--- src/rtl/ovi_issue_queue.sv ---
// In-order vector-instruction queue between core decode and the OVI bridge issue bus; tracks issued-not-completed instrs.
// Latency: 1 cycle push-to-OUT_VALID; 0 cycles when VIQ_BYPASS_EN is defined and the queue is empty.
// Backpressure: IN_READY drops when full; pops stall on CORE_HALT or when OUTSTANDING reaches MAX_OUTSTD.
`ifndef OVI_VL_WIDTH
`define OVI_VL_WIDTH 8
`endif

module ovi_issue_queue #(
    parameter int DEPTH      = 4,
    parameter int MAX_OUTSTD = 4,
    localparam int VLW = `OVI_VL_WIDTH,
    localparam int PW  = $clog2(DEPTH),
    localparam int CW  = $clog2(DEPTH + 1),
    localparam int OW  = $clog2(MAX_OUTSTD + 1)
) (
    input  logic            CLK,
    input  logic            RST,
    input  logic            IN_VALID,
    output logic            IN_READY,
    input  logic [31:0]     IN_INSTR,
    input  logic [63:0]     IN_OPND,
    input  logic [VLW-1:0]  IN_VL,
    input  logic [2:0]      IN_SEW,
    input  logic            IN_WB,
    output logic            OUT_VALID,
    output logic [31:0]     OUT_INSTR,
    output logic [63:0]     OUT_OPND,
    output logic [VLW-1:0]  OUT_VL,
    output logic [2:0]      OUT_SEW,
    output logic            OUT_WB,
    input  logic            CORE_HALT,
    input  logic            COMPLETE,
    output logic [OW-1:0]   OUTSTANDING,
    output logic [CW-1:0]   COUNT,
    output logic            IDLE,
    output logic            ERR
);

    typedef struct packed {
        logic [31:0]    instr;
        logic [63:0]    opnd;
        logic [VLW-1:0] vl;
        logic [2:0]     sew;
        logic           wb;
    } entry_t;

    entry_t          mem_q [DEPTH];
    logic [PW-1:0]   wr_ptr_q, wr_ptr_d;
    logic [PW-1:0]   rd_ptr_q, rd_ptr_d;
    logic [CW-1:0]   count_q, count_d;
    logic [OW-1:0]   outst_q, outst_d;
    logic            err_q, err_d;

    entry_t in_ent;
    entry_t head_ent;
    logic   not_full;
    logic   at_cap;
    logic   push;
    logic   pop;
    logic   byp_sel;
    logic   wr_en;
    logic   rd_en;
    logic   cpl_ok;

    assign in_ent   = '{instr: IN_INSTR, opnd: IN_OPND, vl: IN_VL, sew: IN_SEW, wb: IN_WB};
    assign not_full = (count_q != CW'(DEPTH));
    assign at_cap   = (outst_q == OW'(MAX_OUTSTD));
    assign push     = IN_VALID && not_full;

`ifdef VIQ_BYPASS_EN
    // An empty queue forwards the offered instruction straight to the issue bus.
    assign byp_sel   = (count_q == '0) && IN_VALID;
    assign head_ent  = byp_sel ? in_ent : mem_q[rd_ptr_q];
    assign OUT_VALID = ((count_q != '0) || IN_VALID) && !at_cap;
`else
    assign byp_sel   = 1'b0;
    assign head_ent  = mem_q[rd_ptr_q];
    assign OUT_VALID = (count_q != '0) && !at_cap;
`endif

    assign pop    = OUT_VALID && !CORE_HALT;
    // A bypassed entry that issues immediately never touches storage or pointers.
    assign wr_en  = push && !(byp_sel && pop);
    assign rd_en  = pop && !byp_sel;
    assign cpl_ok = COMPLETE && (outst_q != '0);

    always_comb begin
        wr_ptr_d = wr_ptr_q;
        rd_ptr_d = rd_ptr_q;
        count_d  = count_q;
        outst_d  = outst_q;
        err_d    = err_q;
        if (wr_en) begin
            wr_ptr_d = wr_ptr_q + PW'(1);
        end
        if (rd_en) begin
            rd_ptr_d = rd_ptr_q + PW'(1);
        end
        if (wr_en && !rd_en) begin
            count_d = count_q + CW'(1);
        end else if (!wr_en && rd_en) begin
            count_d = count_q - CW'(1);
        end
        if (pop && !cpl_ok) begin
            outst_d = outst_q + OW'(1);
        end else if (!pop && cpl_ok) begin
            outst_d = outst_q - OW'(1);
        end
        if (COMPLETE && (outst_q == '0)) begin
            err_d = 1'b1;
        end
    end

    always_ff @(posedge CLK or posedge RST) begin
        if (RST) begin
            wr_ptr_q <= '0;
            rd_ptr_q <= '0;
            count_q  <= '0;
            outst_q  <= '0;
            err_q    <= 1'b0;
        end else begin
            wr_ptr_q <= wr_ptr_d;
            rd_ptr_q <= rd_ptr_d;
            count_q  <= count_d;
            outst_q  <= outst_d;
            err_q    <= err_d;
        end
    end

    always_ff @(posedge CLK) begin
        if (wr_en) begin
            mem_q[wr_ptr_q] <= in_ent;
        end
    end

    assign IN_READY    = not_full;
    assign OUT_INSTR   = head_ent.instr;
    assign OUT_OPND    = head_ent.opnd;
    assign OUT_VL      = head_ent.vl;
    assign OUT_SEW     = head_ent.sew;
    assign OUT_WB      = head_ent.wb;
    assign OUTSTANDING = outst_q;
    assign COUNT       = count_q;
    assign IDLE        = (count_q == '0) && (outst_q == '0);
    assign ERR         = err_q;

endmodule
--- config.mk ---
export PLATFORM = sky130hd
export DESIGN_NAME = ovi_issue_queue
export DESIGN_NICKNAME = d
export VERILOG_FILES = /design/src/rtl/ovi_issue_queue.sv
export SDC_FILE = /design/constraint.sdc
export NUM_CORES = 1
export LEC_CHECK = 0
export BUFFER_PORTS_ARGS = -buffer_cell sky130_fd_sc_hd__buf_2
export CORE_MARGIN = 5
export CORE_UTILIZATION = 52
export DETAILED_ROUTE_END_ITERATION = 10
export GPL_TIMING_DRIVEN = 0
export PLACE_DENSITY_LB_ADDON = 0.25
export SLEW_MARGIN = 25
export SYNTH_ARGS = -nofsm -noshare
export SYNTH_HDL_FRONTEND = slang
export SYNTH_SLANG_ARGS = --single-unit
export TNS_END_PERCENT = 30
--- constraint.sdc ---
create_clock -name CLK -period 6.45 [get_ports CLK]
set_input_delay 1.29 -clock CLK [delete_from_list [all_inputs] [get_ports CLK]]
set_output_delay 1.29 -clock CLK [all_outputs]
set_load 0.02 [all_outputs]
==> run_results.csv <==
group,metric,value,unit
floorplan,die_w,187,µm
global_route,first_global_vias,7928,
timing,fin_worst_skew,0.0112,ns
detailed_routing,first_pass_iters,4,
floorplan,core,30700,µm²
detailed_routing,drc,0,
detailed_routing,vias,7302,
job,cap_violations,0,
floorplan,initial_utilization,0.528,
detailed_routing,wl_per_cell,22.2,µm
pwr,p_per_area,485,nW/µm²
detailed_routing,finalWirelength,29700,µm
setup_path,path_cells,"buf_4 > clkbuf_1 > mux4_2 > buf_2",
timing,worst-slew-pin-transition,0.686,ns
global_route,grt_antenna_before_repair,7,
floorplan,die_area,34900,µm²
setup_path,cp-end-kind,"primary output",
final_layout,nFillCells,2100,
setup_path,cp.required,5.16,ns
pwr,total_leakage_power,6.71,nW
synthesis,ys_seq_area_frac,0.816,
cts,cts.clk_slew.worst_paths,0.06,ns
timing,fmax,0.285,GHz
floorplan,rows,64,
detailed_routing,ant_nets,0,
final_layout,postLayoutCoreUtil,0.632,
floorplan,ios,231,
setup_path,critPathMaxFanout,10,
synthesis,syn_inst,620,
setup_path,reg2reg_slack,4.23,ns
cts,cts_tree,"done",
synthesis,ys_ff_latch,443,
cts,ctsResizeCount,0,
timing,period_needed,3.51,ns
setup_path,cp_slowest_cell,"clkbuf_1",
setup_path,critPathBufInv,3,
global_route,grt_use_total,0.171,
timing,hold_viol_final,0,
cts,insertion_delay,0.53,ns
cts,cts.sinks,443,
synthesis,synth_cell_types,24,
global_route,grt_pass1_wl,46400,µm
floorplan,die_h,187,µm
hold_path,hp-start,"ERR$_DFFE_PP0P_",
cts,post_cts_buffers,0,
setup_path,reg2reg_to,"mem_q[0][38]$_DFFE_PP_",
cts,numCtsBuffers,44,
final_layout,syn2layout_area_growth,19.7,%
final_layout,nNetsFinal,1026,
setup_path,r2r_cells,4,
timing,setup_viol,0,
hold_path,min_path_type,"reg2reg",
cts,clockBufferDepth,3,
timing,post-route-period-util,0.544,
setup_path,cp_slowest_stage_delay,0.56,ns
cts,clockRootBuffer,"clkbuf_16",
setup_path,critPathArrivalTime,2.22,ns
place,port_buffers,230,
timing,max_slew_margin,0.543,
final_layout,drive_above_1_share,0.465,
setup_path,worstSetupPathType,"reg2out",
global_route,grt_max_degree,46,
global_route,gr-total-overflow,0,
detailed_routing,drt_iter0_markers,435,
pwr,ir_worst_vdd,0.359,mV
detailed_routing,viasPerCell,5.46,
place,pre_cts_ws,3.37,ns
run_status,outcome,"finished clean",
setup_path,reg2reg_from,"COUNT[0]$_DFFE_PP0P_",
setup_path,critPathLaunchType,"flop",
cts,cts_hold_buf,0,
timing,rsz0062_at_grt,"false",
synthesis,syn-cell-area,16200,µm²
timing,fin_ws,2.94,ns
synthesis,avgSynthCellArea,26.2,µm²
synthesis,synth_nets,741,
hold_path,worstHoldEndpoint,"ERR$_DFFE_PP0P_",
hold_path,worstHoldPathCells,1,
place,place_congestion,0.711,
setup_path,crit_family,"buffers and inverters",
timing,drv_slew,0,
cts,cts_htree_levels,2,
synthesis,yosysWarnings,0,
place,dp_hpwl,19100,µm
==> cell usage in the layout, fill, tap and decap left out, types with 2 or more instances in the layout <==
master / n
edfxtp_1: 432
buf_2: 238
mux4_2: 108
clkbuf_16: 45
clkbuf_1: 14
dfrtp_1: 11
buf_6: 11
clkinv_2: 10
clkinv_1: 8
inv_1: 7
xor2_1: 6
ha_1: 6
buf_12: 5
nor2_1: 4
and2_4: 4
buf_16: 4
xnor2_1: 3
mux2_1: 3
buf_4: 3
diode_2: 2
nand2_1: 2
fa_1: 2
inv_6: 2
clkinvlp_4: 2
==> power by group <==
group	switching (W)	internal, W	leakage, nW
Sequential	0.000139	0.00380	4.08
Clock	0.000995	0.00134	0.651
Combinational	0.00185	0.00130	1.98
Total	0.00299	0.00643	6.71
==> cells by family (layout without fill, tap and decap cells) <==
group,Yosys count,in the layout,share of synthesized area
xor gates and xnor gates,9,9,0.00485
adders and majority gates,8,8,0.00709
AOI/OAI and AO/OA,2,2,0.00116
buffers and inverters,31,351,0.0136
other,0,2,0
muxes,111,111,0.152
DFF,443,443,0.816
and+or+nand+nor,16,16,0.00601
==> sequential cells by signal, summed over array words and instances (netlist names) <==
name and flops:
rd_ptr_q 2, wr_ptr_q 2, OUTSTANDING 3, COUNT 3
ERR 1, mem_q 432
==> worst max-delay path by stage <==
| stage | startpoint | endpoint | slack [ns] | depth (start not counted) |
|---|---|---|---|---|
| 3_5_place_dp | IN_VALID | mem_q[0][40]$_DFFE_PP_ | 3.37 | 4 |
| 2_1_floorplan | IN_VALID | mem_q[0][0]$_DFFE_PP_ | 1.88 | 2 |
| 4_1_cts | rd_ptr_q[1]$_DFFE_PP0P_ | OUT_OPND[52] | 2.83 | 4 |
| 6_report | rd_ptr_q[1]$_DFFE_PP0P_ | OUT_OPND[48] | 2.94 | 4 |
| 5_1_grt | rd_ptr_q[1]$_DFFE_PP0P_ | OUT_OPND[48] | 2.78 | 4 |
| 3_3_place_gp | IN_VALID | mem_q[1][40]$_DFFE_PP_ | -0.17 | 3 |
==> routing by layer <==
metal	routed length (µm)	track usage	share of wire	up-vias
li1	-	-	-	3253
met1	11900	0.231	0.40	3745
met2	14600	0.276	0.49	240
met3	2520	0.0583	0.085	52
met4	538	0.0407	0.018	12
met5	69	0	0.0023	-
==> layout make-up <==
| class | count | area (µm²) | share of cell area |
|---|---|---|---|
| flip-flops and latches | 443 | 13200 | 0.681 |
| clock buffers | 58 | 1180 | 0.0609 |
| plain buffers | 24 | 194 | 0.00997 |
| diodes | 2 | 5.00 | 0.000257 |
| multi-input cells | 146 | 2790 | 0.143 |
| inverters | 7 | 26.3 | 0.00135 |
| clock inverters | 23 | 143 | 0.00734 |
| repair buffers | 239 | 1360 | 0.0700 |
| well taps | 396 | 495 | 0.0255 |
==> synthesized netlist by cell type <==
| cell type | instances | share of area |
|---|---|---|
| buf_6 | 11 | 0.0076 |
| edfxtp_1 | 432 | 0.80 |
| buf_2 | 8 | 0.0025 |
| inv_1 | 7 | 0.0016 |
| nor2_1 | 4 | 0.00092 |
| fa_1 | 2 | 0.0025 |
| ha_1 | 6 | 0.0046 |
| a21boi_2 | 1 | 0.00069 |
| nor3b_1 | 1 | 0.00046 |
| nand2_1 | 2 | 0.00046 |
| nor4b_2 | 1 | 0.00092 |
| nor3_1 | 1 | 0.00031 |
| mux2_1 | 3 | 0.0021 |
| nor3_2 | 1 | 0.00062 |
| clkbuf_1 | 2 | 0.00046 |
| or3_1 | 1 | 0.00039 |
| dfrtp_1 | 11 | 0.017 |
| and2_1 | 4 | 0.0015 |
| xor2_1 | 6 | 0.0032 |
| xnor2_1 | 3 | 0.0016 |
| mux4_2 | 108 | 0.15 |
| buf_4 | 3 | 0.0014 |
| nor4_1 | 1 | 0.00039 |
| o21bai_1 | 1 | 0.00046 |
==> stage by stage <==
stage               setup TNS [ns]  std cells  hold slack [ns]  instance area, µm²  total power, W
floorplan                        0        620            0.512               16200         0.00618
global placement            -55.04       1246            0.455               17900         0.00721
detailed placement               0       1255            0.472               18100         0.00724
CTS                              0       1336            0.489               19400         0.00959
global route                     0       1337            0.511               19400         0.00991
finish                           0       1338            0.489               19400         0.00942
==> worst register-to-register path: stages, from the launching register on <==
cell	delay, ns
dfrtp_1	0.46
nor2_1	0.11
a21boi_2	0.32
and2_4	0.63
buf_16	0.32
Note: power is estimated with default switching activity, not from simulation.
